`src/rtl/minterm_decoder_seq_if.sv`:
```
// minterm_decoder_seq_if
//   Signal bundle for the minterm decoder. N is the decoder input width and
//   M = 2^N is the number of decoder lines.
//
//   Control protocol (start/busy/done): start is a single-cycle request.
//   It is honoured only in the idle state, where busy is low. While busy is
//   high, start and mask_load have no effect. When a sweep ends, done is high
//   for exactly one cycle and busy is already low. table_out and ones_count
//   are valid from that cycle until the next accepted start.
//
//   fsm_state is a debug view of the controller: 0 = idle, 1 = sweep, 2 = done.
//
//   master: drives En, w, mask_load, mask_in, start; observes the outputs.
//   slave : the decoder itself.
interface minterm_decoder_seq_if #(
    parameter int N = 4
) ();
    localparam int M = 1 << N;

    logic           En;
    logic [N-1:0]   w;
    logic           mask_load;
    logic [M-1:0]   mask_in;
    logic           start;

    logic [M-1:0]   y;
    logic           f;
    logic           busy;
    logic           done;
    logic [M-1:0]   table_out;
    logic [N:0]     ones_count;
    logic [1:0]     fsm_state;

    modport master (
        output En, w, mask_load, mask_in, start,
        input  y, f, busy, done, table_out, ones_count, fsm_state
    );

    modport slave (
        input  En, w, mask_load, mask_in, start,
        output y, f, busy, done, table_out, ones_count, fsm_state
    );
endinterface

```
`src/rtl/minterm_decoder_seq.sv`:
```
// minterm_decoder_seq
//   Registered N-to-2^N one-hot decoder with a programmable minterm mask.
//   f is the OR of the decoder lines selected by the mask, i.e. mask[w].
//   A sweep mode walks every input code through the decode path, capturing
//   the resulting truth table and the number of selected minterms.
//
// Ports
//   clk  : rising-edge clock
//   rst  : asynchronous, active-high reset
//   bus  : slave side of minterm_decoder_seq_if
//            inputs : En, w, mask_load, mask_in, start
//            outputs: y, f, busy, done, table_out, ones_count, fsm_state
module minterm_decoder_seq #(
    parameter int N = 4
) (
    input  logic                 clk,
    input  logic                 rst,
    minterm_decoder_seq_if.slave bus
);
    localparam int M = 1 << N;

    localparam logic [1:0] S_IDLE  = 2'd0;
    localparam logic [1:0] S_SWEEP = 2'd1;
    localparam logic [1:0] S_DONE  = 2'd2;

    // Decoder line 0; shifted by the address to form the one-hot word.
    localparam logic [M-1:0] LINE0 = {{(M-1){1'b0}}, 1'b1};

    logic [1:0]   state;
    logic [N-1:0] cnt;
    logic [M-1:0] mask;
    logic [M-1:0] y_q;
    logic         f_q;
    logic         busy_q;
    logic         done_q;
    logic [M-1:0] table_q;
    logic [N:0]   ones_q;

    // Normal-mode decode, shared by IDLE and the DONE->IDLE edge.
    logic [M-1:0] idle_y;
    logic         idle_f;
    // Selected minterm bit for the code currently being swept.
    logic         sweep_bit;
    logic         last_code;

    assign idle_y    = bus.En ? (LINE0 << bus.w) : '0;
    assign idle_f    = bus.En & mask[bus.w];
    assign sweep_bit = mask[cnt];
    assign last_code = &cnt;

    always_ff @(posedge clk or posedge rst) begin
        if (rst) begin
            state   <= S_IDLE;
            cnt     <= '0;
            mask    <= '0;
            y_q     <= '0;
            f_q     <= 1'b0;
            busy_q  <= 1'b0;
            done_q  <= 1'b0;
            table_q <= '0;
            ones_q  <= '0;
        end else begin
            case (state)
                S_IDLE: begin
                    y_q    <= idle_y;
                    f_q    <= idle_f;
                    done_q <= 1'b0;
                    // A load and a start on the same edge are both taken;
                    // the sweep's first read of mask happens one edge later,
                    // so it sees the new value.
                    if (bus.mask_load) begin
                        mask <= bus.mask_in;
                    end
                    if (bus.start) begin
                        state   <= S_SWEEP;
                        busy_q  <= 1'b1;
                        cnt     <= '0;
                        table_q <= '0;
                        ones_q  <= '0;
                    end
                end

                S_SWEEP: begin
                    y_q          <= LINE0 << cnt;
                    f_q          <= sweep_bit;
                    table_q[cnt] <= sweep_bit;
                    ones_q       <= ones_q + (N+1)'(sweep_bit);
                    cnt          <= cnt + 1'b1;
                    if (last_code) begin
                        state  <= S_DONE;
                        busy_q <= 1'b0;
                        done_q <= 1'b1;
                    end
                end

                S_DONE: begin
                    state  <= S_IDLE;
                    done_q <= 1'b0;
                    y_q    <= idle_y;
                    f_q    <= idle_f;
                end

                default: begin
                    state  <= S_IDLE;
                    busy_q <= 1'b0;
                    done_q <= 1'b0;
                end
            endcase
        end
    end

    assign bus.y          = y_q;
    assign bus.f          = f_q;
    assign bus.busy       = busy_q;
    assign bus.done       = done_q;
    assign bus.table_out  = table_q;
    assign bus.ones_count = ones_q;
    assign bus.fsm_state  = state;
endmodule

```
`src/flat_wrapper.sv`:
```
// flat-port wrapper written by rule: the top's interface ports become plain ports
module minterm_decoder_seq_flat 
#(
    parameter int N = 4
)
  (clk, rst, bus_En, bus_w, bus_mask_load, bus_mask_in, bus_start, bus_y, bus_f, bus_busy, bus_done, bus_table_out, bus_ones_count, bus_fsm_state);
  minterm_decoder_seq_if #(.N(N)) bus_i ();
  input  logic clk;
  input  logic rst;
  input wire logic [$bits(bus_i.En)-1:0] bus_En;
  input wire logic [$bits(bus_i.w)-1:0] bus_w;
  input wire logic [$bits(bus_i.mask_load)-1:0] bus_mask_load;
  input wire logic [$bits(bus_i.mask_in)-1:0] bus_mask_in;
  input wire logic [$bits(bus_i.start)-1:0] bus_start;
  output wire logic [$bits(bus_i.y)-1:0] bus_y;
  output wire logic [$bits(bus_i.f)-1:0] bus_f;
  output wire logic [$bits(bus_i.busy)-1:0] bus_busy;
  output wire logic [$bits(bus_i.done)-1:0] bus_done;
  output wire logic [$bits(bus_i.table_out)-1:0] bus_table_out;
  output wire logic [$bits(bus_i.ones_count)-1:0] bus_ones_count;
  output wire logic [$bits(bus_i.fsm_state)-1:0] bus_fsm_state;
  assign bus_i.En = bus_En;
  assign bus_i.w = bus_w;
  assign bus_i.mask_load = bus_mask_load;
  assign bus_i.mask_in = bus_mask_in;
  assign bus_i.start = bus_start;
  assign bus_y = bus_i.y;
  assign bus_f = bus_i.f;
  assign bus_busy = bus_i.busy;
  assign bus_done = bus_i.done;
  assign bus_table_out = bus_i.table_out;
  assign bus_ones_count = bus_i.ones_count;
  assign bus_fsm_state = bus_i.fsm_state;
  minterm_decoder_seq #(.N(N)) u_core (.clk(clk), .rst(rst), .bus(bus_i));
endmodule
```
`config.mk`:
```
export PLATFORM = sky130hd
export DESIGN_NAME = minterm_decoder_seq_flat
export DESIGN_NICKNAME = d
export VERILOG_FILES = /design/src/rtl/minterm_decoder_seq_if.sv /design/src/rtl/minterm_decoder_seq.sv /design/src/flat_wrapper.sv
export SDC_FILE = /design/constraint.sdc
export NUM_CORES = 1
export LEC_CHECK = 0
export CAP_MARGIN = 20
export CORE_AREA = 5 5 99 101
export CTS_CLUSTER_SIZE = 28
export DETAILED_ROUTE_END_ITERATION = 8
export DIE_AREA = 0 0 104 106
export PLACE_DENSITY = 0.65
export SLEW_MARGIN = 40
export SYNTH_ARGS = -nofsm -noshare
export SYNTH_HDL_FRONTEND = slang
export SYNTH_SLANG_ARGS = --single-unit
export TNS_END_PERCENT = 10
```
`constraint.sdc`:
```
create_clock -name clk -period 2.76 [get_ports clk]
set_input_delay 0.414 -clock clk [delete_from_list [all_inputs] [get_ports clk]]
set_output_delay 0.414 -clock clk [all_outputs]
set_load 0.01 [all_outputs]
```
==> results of run 1 <==
==> placed cells by master, fill, tap and decap left out, types with 8 or more instances in the layout <==
| cell type | instances |
|---|---|
| clkbuf_8 | 10 |
| clkdlybuf4s50_1 | 66 |
| nand2b_1 | 10 |
| mux4_2 | 8 |
| mux2_2 | 18 |
| o21ai_0 | 27 |
| nand2_1 | 39 |
| o211ai_1 | 15 |
| dfrtp_1 | 62 |
| nand3_1 | 8 |
| o31ai_1 | 12 |
| ha_1 | 8 |
==> cell usage after synthesis (2+ instances only) <==
library cell / instances / area (µm²)
nand2b_1: 10 / 62.6
nand2_1: 39 / 146
o221ai_1: 2 / 17.5
nor2_1: 6 / 22.5
nor2b_1: 2 / 12.5
buf_6: 2 / 22.5
a21oi_1: 2 / 10.0
nand4_1: 6 / 37.5
mux4_2: 8 / 180
or2_2: 2 / 12.5
and2_1: 2 / 12.5
a22o_1: 4 / 35.0
clkbuf_1: 15 / 56.3
dfrtp_1: 62 / 1550
buf_2: 4 / 20.0
nand3_1: 8 / 40.0
mux2_2: 18 / 203
ha_1: 8 / 100
o211ai_1: 15 / 113
o21ai_0: 27 / 135
inv_1: 7 / 26.3
o31ai_1: 12 / 90.1
a32oi_1: 2 / 17.5
o21ai_1: 3 / 15.0
==> metrics by stage <==
step	setup WS, ns	hold WS, ns	instance area, µm²	instances	utilization (%)
2_1_floorplan	0.287	0.492	3020	275	-
3_3_place_gp	0.388	0.491	3770	436	42.2
3_5_place_dp	0.311	0.492	3770	436	42.2
4_1_cts	0.301	0.392	4010	452	44.9
5_1_grt	0.192	0.409	4010	452	44.9
6_report	0.329	0.389	4010	452	44.9
==> worst max path at each step <==
stage / to
after floorplan: u_core.bus.ones_count[2]
after global placement: u_core.bus.ones_count[2]
after detailed placement: u_core.bus.ones_count[2]
after CTS: u_core.bus.ones_count[2]
after global routing: u_core.bus.ones_count[2]
final: u_core.bus.ones_count[2]
==> power breakdown <==
group	internal (mW)	total (mW)	leakage, nW	switching (mW)
Clock	0.623	0.988	0.126	0.365
Combinational	0.976	1.88	0.709	0.902
Sequential	1.26	1.58	0.800	0.319
Total	2.86	4.44	1.64	1.59
==> kinds of logic after synthesis <==
group | share of synthesized area, %
AOI/OAI and AO/OA | 14.9
adders and majority gates | 3.32
buffers and inverters | 4.40
DFF | 51.4
muxes | 13.0
and+or+nand+nor | 12.9
==> state kept, by name, indices dropped and copies added, names as in the netlist <==
register / cells
u_core.bus.busy: 1
u_core.bus.done: 1
u_core.bus.f: 1
u_core.bus.fsm_state: 2
u_core.bus.ones_count: 5
u_core.bus.table_out: 16
u_core.bus.y: 16
u_core.cnt: 4
u_core.mask: 16
==> layer usage <==
| metal | global-route usage, % | up-vias |
|---|---|---|
| met1 | 18.1 | 1161 |
| met3 | 4.19 | 11 |
| li1 | - | 1128 |
| met4 | 5.64 | 0 |
| met2 | 23.5 | 69 |
| met5 | 0 | - |
==> worst max-delay path, cell delays in order (launching register included) <==
cell	delay (ns)
dfrtp_1	0.57
mux4_2	0.55
nand3_1	0.09
and4_1	0.22
inv_1	0.05
ha_1	0.19
ha_1	0.20
mux2_2	0.27
a22o_1	0.18
==> layout make-up <==
| type | instances | share of cell area [%] |
|---|---|---|
| clock inverter | 6 | 2.71 |
| inverter | 7 | 0.655 |
| multi-input combinational | 184 | 33.2 |
| tap | 111 | 3.46 |
| timing repair buffer | 72 | 17.9 |
| sequential | 62 | 38.7 |
| clock buffer | 10 | 3.43 |
==> results.json, run 1 <==
{
  "run_status": "completed",
  "syn_nets": 308,
  "remaining_drc_errors": 0,
  "min_period_over_period_pct": 88.1,
  "vdd.ir_drop.worst_v": 0.000427,
  "route.vias.total": 2369,
  "count_of_flip_flops_with_a_built_in_enable_after_synthesis": 0,
  "grt_first_pass_wirelength_um": 12800,
  "ys_seq_area_share_pct": 51.4,
  "hpwl_detailed_um": 5530,
  "floorplan.core_area_mm2": 0.00893,
  "clkSinkCount": 62,
  "design.final.nets": 369,
  "grt.total_usage_pct": 14.4,
  "tns_ns": 0,
  "max-cap-violations": 0,
  "fraction_of_final_layout_cells_sized_beyond_drive_strength_1_pct": 15.2,
  "timing.critical_path.to_type": "register",
  "cts-hold-fix-buffers": 0,
  "globalplace.congestion": 0.823,
  "setup.reg_to_reg.worst_slack_ns": 0.33,
  "core.rowCount": 35,
  "maxClockFrequency_mhz": 411,
  "clock-root-buffer": "clkbuf_8",
  "pwr_density_cell_mw_per_mm2": 1110,
  "routedLengthMet1_um": 3300,
  "max_slew.worst_pin.slew_ns": 0.714,
  "floorplan.die.height_um": 106,
  "post_synth.cell_area_avg_um2": 11.0,
  "vias_in_the_first_global_route": 2488,
  "met3_routed_length_um": 398,
  "cts.reportedPaths.clkPinSlew_ns": 0.07,
  "clock_tree.htree_level_count": 3,
  "start_util_pct": 33.8,
  "rsz0062_at_grt": "false",
  "detail_route.first_pass.iterations": 4,
  "synth-seq-cells": 62,
  "timing.final.hold_violations": 0,
  "setup.worst_path.start_class": "register",
  "cts.repair_timing.setup_buffer_count": 0,
  "antenna_violating_nets_post_route": 0,
  "worst_r2r_startpoint": "u_core.cnt[0]",
  "pin_count": 67,
  "ys_warn_count": 0,
  "layout.area.seq_mm2": 0.00155,
  "path_max_fanout": 10,
  "worst_setup_path_startpoint": "u_core.cnt[0]",
  "die_width_um": 104,
  "postSynth.topFlopCell": "dfrtp_1",
  "grt.overflow.total": 0,
  "synthCells": 275,
  "route.detailed.vias_per_inst": 5.24,
  "timing_worst_setup_path_type": "reg2reg",
  "slew-limit-headroom_pct": 51.9,
  "critPathArrivalTime_ns": 2.66,
  "finalSetupViolCount": 0,
  "r2r_end": "u_core.bus.ones_count[2]",
  "first_iter_violations": 180,
  "syn-cell-area_mm2": 0.00302,
  "clk_latency_ns": 0.34,
  "top_layer": "met4",
  "io_buffers": 66,
  "wl_per_cell_um": 16.6,
  "critPathRequiredTime_ns": 2.99,
  "maximum_clock_insertion_buffer_count": 2,
  "design.die.area_mm2": 0.0110,
  "synthDistinctLibCells": 33,
  "reg2regPathDepth": 8,
  "final.min_clock_period_ns": 2.43,
  "n_antenna_cell": 0,
  "fin_worst_skew_ns": 0.0106,
  "cts_resized": 0,
  "syn2layout_area_growth_pct": 33.1,
  "fillerInstances": 875,
  "asyncSetResetFlopFracSynth_pct": 100,
  "hold_class": "in2async",
  "route.final.wire_length_um": 7520,
  "leakage_nw": 1.64,
  "cts_inserted_buffers": 9,
  "area_occupied_by_multi_input_gates_mm2": 0.00133,
  "grt_max_degree": 44,
  "tritoncts": "built",
  "power_mw": 4.44,
  "final-max-slew-violation-count": 0,
  "grt_antenna_before_repair": 0,
  "met2WireLength_um": 3710
}
Note: power is estimated with default switching activity, not from simulation.
==> run 2, diff against run 1 <==
CTS_CLUSTER_SIZE = 40   (was 28)
==> results of run 2 <==
Final layout, timing and power as in run 1 (identical DEF).
==> run 3, diff against run 2 <==
CTS_CLUSTER_SIZE = not set   (was 40)
==> results of run 3 <==
Final layout, timing and power as in run 1 (identical DEF).
